===== src/rtl/pipe_hazard_ctrl.sv =====
// Stall/flush sequencer for the 5-stage pipeline: boot hold, load-use, redirect, dmem wait, timeout halt.
// Optional perf counters enabled by defining PIPE_HAZARD_PERF_EN.
module pipe_hazard_ctrl #(
   parameter int BOOT_CYCLES = 4,
   parameter int MEM_TIMEOUT = 64
) (
   input  logic        clk,
   input  logic        reset,
   input  logic [4:0]  rs1_iss,
   input  logic [4:0]  rs2_iss,
   input  logic        uses_rs1_iss,
   input  logic        uses_rs2_iss,
   input  logic [4:0]  rd_ex,
   input  logic        reg_wr_ex,
   input  logic        is_load_ex,
   input  logic        branch_taken_ex,
   input  logic        dmem_req_mem,
   input  logic        dmem_ack_mem,
   output logic        stall_fetch,
   output logic        stall_iss,
   output logic        stall_ex,
   output logic        stall_mem,
   output logic        flush_iss,
   output logic        flush_ex,
   output logic        wb_bubble,
   output logic        redirect,
   output logic        mem_err,
   output logic        halted,
   output logic [31:0] perf_stall_cycles,
   output logic [31:0] perf_flushes,
   output logic [31:0] perf_load_use
);

   localparam int BW = $clog2(BOOT_CYCLES + 1);
   localparam int WW = $clog2(MEM_TIMEOUT + 1);

   typedef enum logic [1:0] {
      BOOT     = 2'd0,
      RUN      = 2'd1,
      MEM_WAIT = 2'd2,
      HALT     = 2'd3
   } state_t;

   state_t          state_r;
   state_t          next_state_s;
   logic [BW-1:0]   boot_cnt_r;
   logic [WW-1:0]   wait_cnt_r;
   logic            mem_err_r;
   logic            mem_hold_s;
   logic            hazard_s;
   logic            resolve_s;
   logic            lu_fire_s;
   logic            timeout_s;
   logic            freeze_s;

   assign mem_hold_s = dmem_req_mem & ~dmem_ack_mem;
   assign hazard_s   = is_load_ex & reg_wr_ex & (rd_ex != 5'd0) &
                       ((uses_rs1_iss & (rs1_iss == rd_ex)) | (uses_rs2_iss & (rs2_iss == rd_ex)));
   assign mem_err    = mem_err_r;

   // Next-state and output decode; a branch kills the issue slot, so it outranks load-use.
   always_comb begin
      next_state_s = state_r;
      resolve_s    = 1'b0;
      timeout_s    = 1'b0;
      freeze_s     = 1'b0;
      lu_fire_s    = 1'b0;
      stall_fetch  = 1'b0;
      stall_iss    = 1'b0;
      stall_ex     = 1'b0;
      stall_mem    = 1'b0;
      flush_iss    = 1'b0;
      flush_ex     = 1'b0;
      wb_bubble    = 1'b0;
      redirect     = 1'b0;
      halted       = 1'b0;
      case (state_r)
         BOOT: begin
            freeze_s  = 1'b1;
            flush_iss = 1'b1;
            flush_ex  = 1'b1;
            if (boot_cnt_r == BW'(BOOT_CYCLES - 1)) begin
               next_state_s = RUN;
            end else begin
               next_state_s = BOOT;
            end
         end
         RUN: begin
            if (mem_hold_s) begin
               freeze_s     = 1'b1;
               next_state_s = MEM_WAIT;
            end else begin
               resolve_s    = 1'b1;
            end
         end
         MEM_WAIT: begin
            if (dmem_ack_mem) begin
               resolve_s    = 1'b1;
               next_state_s = RUN;
            end else if (wait_cnt_r == WW'(MEM_TIMEOUT - 1)) begin
               freeze_s     = 1'b1;
               timeout_s    = 1'b1;
               next_state_s = HALT;
            end else begin
               freeze_s     = 1'b1;
            end
         end
         HALT: begin
            freeze_s = 1'b1;
            halted   = 1'b1;
         end
         default: begin
            freeze_s     = 1'b1;
            next_state_s = BOOT;
         end
      endcase

      if (resolve_s) begin
         lu_fire_s = ~branch_taken_ex & hazard_s;
         redirect  = branch_taken_ex;
         flush_iss = branch_taken_ex;
         flush_ex  = branch_taken_ex | lu_fire_s;
      end else begin
         lu_fire_s = 1'b0;
      end

      if (freeze_s) begin
         stall_fetch = 1'b1;
         stall_iss   = 1'b1;
         stall_ex    = 1'b1;
         stall_mem   = 1'b1;
         wb_bubble   = 1'b1;
      end else begin
         stall_fetch = lu_fire_s;
         stall_iss   = lu_fire_s;
      end
   end

   // State register, boot/wait counters and sticky timeout flag.
   always_ff @(posedge clk) begin
      if (reset) begin
         state_r    <= BOOT;
         boot_cnt_r <= BW'(0);
         wait_cnt_r <= WW'(0);
         mem_err_r  <= 1'b0;
      end else begin
         state_r <= next_state_s;
         if ((state_r == BOOT) && (boot_cnt_r != BW'(BOOT_CYCLES))) begin
            boot_cnt_r <= boot_cnt_r + BW'(1);
         end
         case (state_r)
            RUN:      wait_cnt_r <= mem_hold_s ? WW'(1) : WW'(0);
            MEM_WAIT: begin
               if (dmem_ack_mem) begin
                  wait_cnt_r <= WW'(0);
               end else if (wait_cnt_r != WW'(MEM_TIMEOUT)) begin
                  wait_cnt_r <= wait_cnt_r + WW'(1);
               end
            end
            default:  wait_cnt_r <= wait_cnt_r;
         endcase
         if (timeout_s) begin
            mem_err_r <= 1'b1;
         end
      end
   end

`ifdef PIPE_HAZARD_PERF_EN
   logic [31:0] perf_stall_r;
   logic [31:0] perf_flush_r;
   logic [31:0] perf_lu_r;
   logic        active_s;

   assign active_s = (state_r == RUN) | (state_r == MEM_WAIT);

   // Saturating event counters.
   always_ff @(posedge clk) begin
      if (reset) begin
         perf_stall_r <= 32'd0;
         perf_flush_r <= 32'd0;
         perf_lu_r    <= 32'd0;
      end else begin
         if (active_s && stall_fetch && (perf_stall_r != 32'hFFFF_FFFF)) begin
            perf_stall_r <= perf_stall_r + 32'd1;
         end
         if (redirect && (perf_flush_r != 32'hFFFF_FFFF)) begin
            perf_flush_r <= perf_flush_r + 32'd1;
         end
         if (lu_fire_s && (perf_lu_r != 32'hFFFF_FFFF)) begin
            perf_lu_r <= perf_lu_r + 32'd1;
         end
      end
   end

   assign perf_stall_cycles = perf_stall_r;
   assign perf_flushes      = perf_flush_r;
   assign perf_load_use     = perf_lu_r;
`else
   assign perf_stall_cycles = 32'd0;
   assign perf_flushes      = 32'd0;
   assign perf_load_use     = 32'd0;
`endif

endmodule


===== config.mk =====
export PLATFORM = sky130hd
export DESIGN_NAME = pipe_hazard_ctrl
export DESIGN_NICKNAME = d
export VERILOG_FILES = /design/src/rtl/pipe_hazard_ctrl.sv
export SDC_FILE = /design/constraint.sdc
export NUM_CORES = 1
export LEC_CHECK = 0
export BUFFER_PORTS_ARGS = -buffer_cell sky130_fd_sc_hd__buf_2
export CORE_MARGIN = 2
export CORE_UTILIZATION = 40
export DETAILED_ROUTE_END_ITERATION = 6
export GPL_TIMING_DRIVEN = 1
export PLACE_DENSITY = 0.88
export RECOVER_POWER = 25
export SETUP_SLACK_MARGIN = 0.4
export SLEW_MARGIN = 20
export SYNTH_ARGS = -nofsm -noshare
export SYNTH_HDL_FRONTEND = slang
export SYNTH_SLANG_ARGS = --single-unit

===== constraint.sdc =====
create_clock -name clk -period 2.1 [get_ports clk]
set_input_delay 0.21 -clock clk [delete_from_list [all_inputs] [get_ports clk]]
set_output_delay 0.21 -clock clk [all_outputs]
set_load 0.05 [all_outputs]

# Word level (Yosys, flattened, before mapping)
# Cells that the tools add are included.
[totals]
in_bits = 24
register_bits = 13
output_inout_bits = 106
word_cells = 63
[op_classes]
addsub = 2
mux = 26
bitwise_logic = 11
n_eq_ne = 12
reduce_logical = 8
[ops]
columns = ["op", "n"]
rows = [
  ["two-way mux 1 bit", 17],
  ["two-way mux 7 bit", 2],
  ["one-hot mux 7 bit (2 select lines)", 1],
  ["== test 5 bit", 2],
  ["!= test 3 bit (second input constant)", 3],
  ["adder 7 x 1 -> 7 bit (second input constant)", 1],
  ["bitwise AND 1 bit", 7],
  ["== test 7 x 6 -> 1 bit (second input constant)", 1],
  ["!= test 7 bit (second input constant)", 1],
  ["two-way mux 2 bit", 3],
  ["one-hot mux 2 bit (3 select lines)", 1],
  ["nonzero test 5 bit", 1],
  ["== test 2 bit (second input constant)", 2],
  ["adder 3 x 1 -> 3 bit (second input constant)", 1],
  ["== test 3 x 2 -> 1 bit (second input constant)", 1],
  ["one-hot mux 1 bit (3 select lines)", 1],
  ["AND reduction 3 bit", 1],
  ["nonzero test 3 bit", 1],
  ["== test 2 x 1 -> 1 bit (second input constant)", 1],
  ["logical NOT 2 bit", 1],
  ["!= test 2 bit (second input constant)", 1],
  ["NOT 1 bit", 2],
  ["bitwise OR 1 bit", 2],
  ["one-hot mux 1 bit (2 select lines)", 1],
  ["4 further kinds", 4],
]

# Logic depth before layout (Yosys ltp)
[logic_depth]
ltp_word = 7
mapped_depth = 8
mapped_depth_nobuf = 6

# Least setup slack after synthesis
# No wires, ideal clock.
[synth_timing]
path_type = "register to output"
startpoint = "register state_r[0]"
endpoint = "output flush_ex"
path_buffers = 1
arrival_time_ns = 2.617
stages_incl_launch_ff = 7
t_required_ns = 1.890
slack_ns = -0.727
cell_sequence = "dfxtp_1 -> inv_1 -> ha_1 -> buf_2 -> o21a_1 -> o21ai_1 -> o41ai_1"
[synth_between]
elab_chain_cells = 3
elab_cells_between_ends = 6
classes_between = "2 x eq/ne; 3 x mux; 1 x reduce/logical"
[synth_rtl]
columns = ["element", "line_no", "text"]
rows = [
  ["start, declared", "44", "state_t state_r;"],
  ["start signal, assigned", "147", "state_r <= next_state_s;"],
  ["== test 2 bit (tied with other cells)", "77", "case (state_r)"],
  ["one-hot mux 1 bit (2 select lines) / two-way mux 1 bit (equally long branches)", "77", ""],
  ["two-way mux 1 bit *", "118", "if (resolve_s) begin"],
  ["end, declared", "24", "output logic flush_ex,"],
]
# Every way passes the cells marked *; elsewhere a longest branch is shown, timed or not.

# Worst setup path in the final report
[layout_timing]
startpoint = "register state_r[1]"
endpoint = "output stall_fetch"
[layout_between]
elab_chain_cells = 4
elab_cells_between_ends = 9
classes_between = "3 x eq/ne; 4 x mux; 2 x reduce/logical"
[layout_rtl]
columns = ["element", "line_no", "text"]
rows = [
  ["== test 2 bit (tied with other cells)", "77", ""],
  ["OR reduction 2 bit (no source line) / one-hot mux 1 bit (2 select lines) (equally long branches)", "--", ""],
  ["one-hot mux 1 bit (3 select lines) / two-way mux 1 bit (equally long branches)", "77, 118", ""],
  ["two-way mux 1 bit *", "127", "if (freeze_s) begin"],
  ["end, declared", "19", "output logic stall_fetch,"],
]
# Marks and branches as above.

==> summary.md <==
| Metric | Value |
|---|---|
| Fillers | `389` |
| Initial core utilization | `42.35%` |
| Avg WL per Cell | `10.74 um` |
| RSZ-0062 raised after global routing | `yes` |
| Worst Setup EP | `stall_fetch` |
| Hold crit path type | `in2reg` |
| Hold Vio Cnt, Final | `0` |
| Clock root buffer | `clkbuf_8` |
| Number of synthesized flops with an enable pin | `0` |
| Share of layout cells above drive strength 1 | `30.00%` |
| Final setup viols | `2` |
| Worst r2r dst | `wait_cnt_r[1]$_SDFFE_PP0P_` |
| Final Skew | `0.003672 ns` |
| Status | `finished with violations` |
| Crit path max fanout | `4` |
| Yosys top cell area share | `42.95%` |
| Class of the most critical setup path | `reg2out` |
| Final Slew Violations | `0` |
| Final period util | `102.6%` |
| Mapped Cells | `220` |
| Crit-path cells | `inv_6 -> ha_4 -> nor2b_4 -> o21ai_4 -> or4_4 -> o21bai_4 -> buf_6` |
| Max-cap violations | `0` |
| Crit path time final | `2.155 ns` |
| Main synth FF type | `dfxtp_1` |
| Async set or reset register ratio after synthesis | `0%` |
| Pin count of the biggest net entering global routing | `9` |
| Library cells used by synthesis | `39` |
| Worst hold margin | `0.2387 ns` |
| Slowest CP cell | `or4_4` |
| Critical path depth | `7` |
| Post-route setup slack | `-0.05487 ns` |
| Port Buf Inserts | `33` |
| WP data arrival | `1.94 ns` |
| Ranking of synthesized cells by area | `buf_4, dfxtp_1, ha_1` |
| Max Fclk | `464.1 MHz` |
| WP data required | `1.89 ns` |
| Drt via density | `a little over 4` |
| Io pins | `130` |
| Clock Sinks | `13` |
| Layout Nets | `305` |
| Setup slack, reg-to-reg | `about 0.44 ns` |
| Drt total wl | `between 3000 and 4000 um` |
| Area grow syn2layout | `16.05%` |
| Number of synthesized register bits | `13` |
| Worst VDD drop | `283.4 uV` |
| First-pass GRT wire length | `5071 um` |
| Slew Limit Headroom | `59.68%` |
| GPL Wtd Cong | `approximately 0.76` |
| Failing checks | `negative setup slack` |
| Number of global-route vias before repair | `1097` |
| H-tree levels | `1` |
| Clock latency on the worst-skew pair | `0.24 ns` |
| Post-route total power | `1.624 mW` |
| Synthesized area per cell | `7.866 um^2` |
| Initial DRC count | `28` |
| Leading area contributor after synthesis | `buf_4` |
| Clock-pin slew on the worst setup and hold paths | `roughly 0.06 ns` |
| Final ANT Viol Nets | `0` |
| Seq/Total Area, Yosys | `roughly 15%` |
| Worst-case clock buffer depth | `2` |
| Power Density | `808.6 mW/mm^2` |
| Die width | `between 60 and 70 um` |
| Cell family with most CP delay | `simple AND/OR/NAND/NOR gates` |
| Die ar. | `around 0.005 mm^2` |
| Critical path origin | `state_r[1]$_SDFFE_PP0P_` |
| Residual DRC | `0` |
| Worst reg2reg path depth | `7` |
| Max incr delay on CP | `0.53 ns` |
| Initial antenna violation count | `0` |
| Core area | `slightly above 0.004 mm^2` |
| WP buf/inv | `2` |
| Syn. warnings | `0` |
| Pre-CTS setup slack | `-0.02621 ns` |
| Total gr overflow | `0` |
| Num rows | `23` |
| Leakage | `a little under 1 nW` |
| Critical Path End Type | `output pin` |
| Ant. Diodes | `0` |
| Die Span Y | `69.77 um` |
| Tot GR Track Use | `between 10% and 20%` |
| First-pass iteration count of the detailed router | `4` |
| Via Count | `1295` |
| FF-to-FF Start | `state_r[0]$_SDFFE_PP0P_` |
| Worst Tran Pin Value | `0.6074 ns` |
| CTS Buf Count | `3` |
| Mapped cell area | `0.001730 mm^2` |
| Hpwl dp | `roughly 2500 um` |
| CTS tree | `built` |
| Worst setup SP type | `flip-flop` |
[stage by stage]
step	instances	instance area (um^2)	utilization, %	TNS (ns)
detailed placement	297	1639	40.11	-0.05242
global route	320	2008	49.14	-0.2615
finish	320	2008	49.14	-0.1097
floorplan	315	2173	-	-0.08782
CTS	315	1943	47.55	-0.07367
global placement	297	1639	40.11	0
[timing repair]
item | in CTS | in global routing
pin swaps | 7 | 8
setup buffers | 14 | 5
resized for setup | 37 | 7
hold buffers | 0 | 0
setup endpoints to repair | 8 | 13
[worst min path at each step]
stage,startpoint,end,slack (ns),cells after the start
after floorplan,dmem_ack_mem,wait_cnt_r[0]$_SDFFE_PP0P_,0.39,2
after global placement,mem_err$_SDFFE_PP0P_,mem_err$_SDFFE_PP0P_,0.45,2
after detailed placement,mem_err$_SDFFE_PP0P_,mem_err$_SDFFE_PP0P_,0.47,2
after CTS,reset,boot_cnt_r[2]$_SDFFE_PP0P_,0.24,2
after global routing,reset,wait_cnt_r[0]$_SDFFE_PP0P_,0.26,2
final,reset,wait_cnt_r[0]$_SDFFE_PP0P_,0.24,2
[cell usage after synthesis, drive strengths merged (2+ instances only)]
cell	number
a21oi	7
buf	100
dfxtp	13
ha	10
inv	12
mux2i	4
nand2	7
nand2b	2
nor2	14
nor2b	2
nor3	2
nor4	3
o211ai	2
o21ai	6
or4	3
xnor2	6
xor2	9
[power by group]
| group | leakage, nW | internal [mW] | switching (mW) |
|---|---|---|---|
| logic | 0.854 | 0.333 | 0.757 |
| registers | 0.107 | 0.279 | 0.0291 |
| clock network | 0.0255 | 0.131 | 0.0950 |
| total | 0.986 | 0.742 | 0.881 |
[cells by family (layout without fill, tap and decap cells)]
kind of cell	count (synthesis)	in the layout	synth area share [%]
adders and majority gates	10	10	7.231
other	1	96	0.2167
DFF	13	13	15.04
muxes	5	5	2.965
buffers and inverters	113	68	46.06
and+or+nand+nor	40	40	12.15
xor gates and xnor gates	15	15	7.592
AOI/OAI and AO/OA	23	23	8.750
[layout make-up]
class	instances	area, um^2	share of cell area, %
multi-input cells	189	1192	59.38
repair buffers	52	386.6	19.25
flip-flops and latches	13	267.8	13.33
well taps	50	62.56	3.115
inverters	12	52.55	2.617
clock buffers	3	41.29	2.056
clock inverters	1	5.005	0.2492
[cell usage in the layout (no fill, tap or decap), types with 4 or more instances in the layout]
cell type | synthesis | final
inv_1 | 12 | 9
xor2_1 | 9 | 9
ha_4 | 0 | 4
buf_6 | 0 | 8
buf_8 | 0 | 4
buf_4 | 99 | 15
nor2_1 | 14 | 13
a21oi_1 | 7 | 6
conb_1 | 1 | 96
xnor2_1 | 6 | 6
nand2_1 | 7 | 7
ha_1 | 10 | 6
dfxtp_1 | 13 | 11
buf_2 | 1 | 24
[sequential cells by signal (all words and copies together) (netlist names)]
register	count
boot_cnt_r	3
mem_err	1
state_r	2
wait_cnt_r	7
[routing by layer]
| metal | vias to the layer above | part of all wire (%) | global-route usage (%) | wire (um) |
|---|---|---|---|---|
| met2 | 73 | 56 | 23.81 | 1922 |
| met1 | 593 | 34 | 13.64 | 1171 |
| met5 | - | 0 | 0 | 0 |
| li1 | 625 | - | - | - |
| met4 | 0 | 1.4 | 1.923 | 47 |
| met3 | 4 | 8.6 | 4.360 | 296 |
Note: power is estimated with default switching activity, not from simulation.
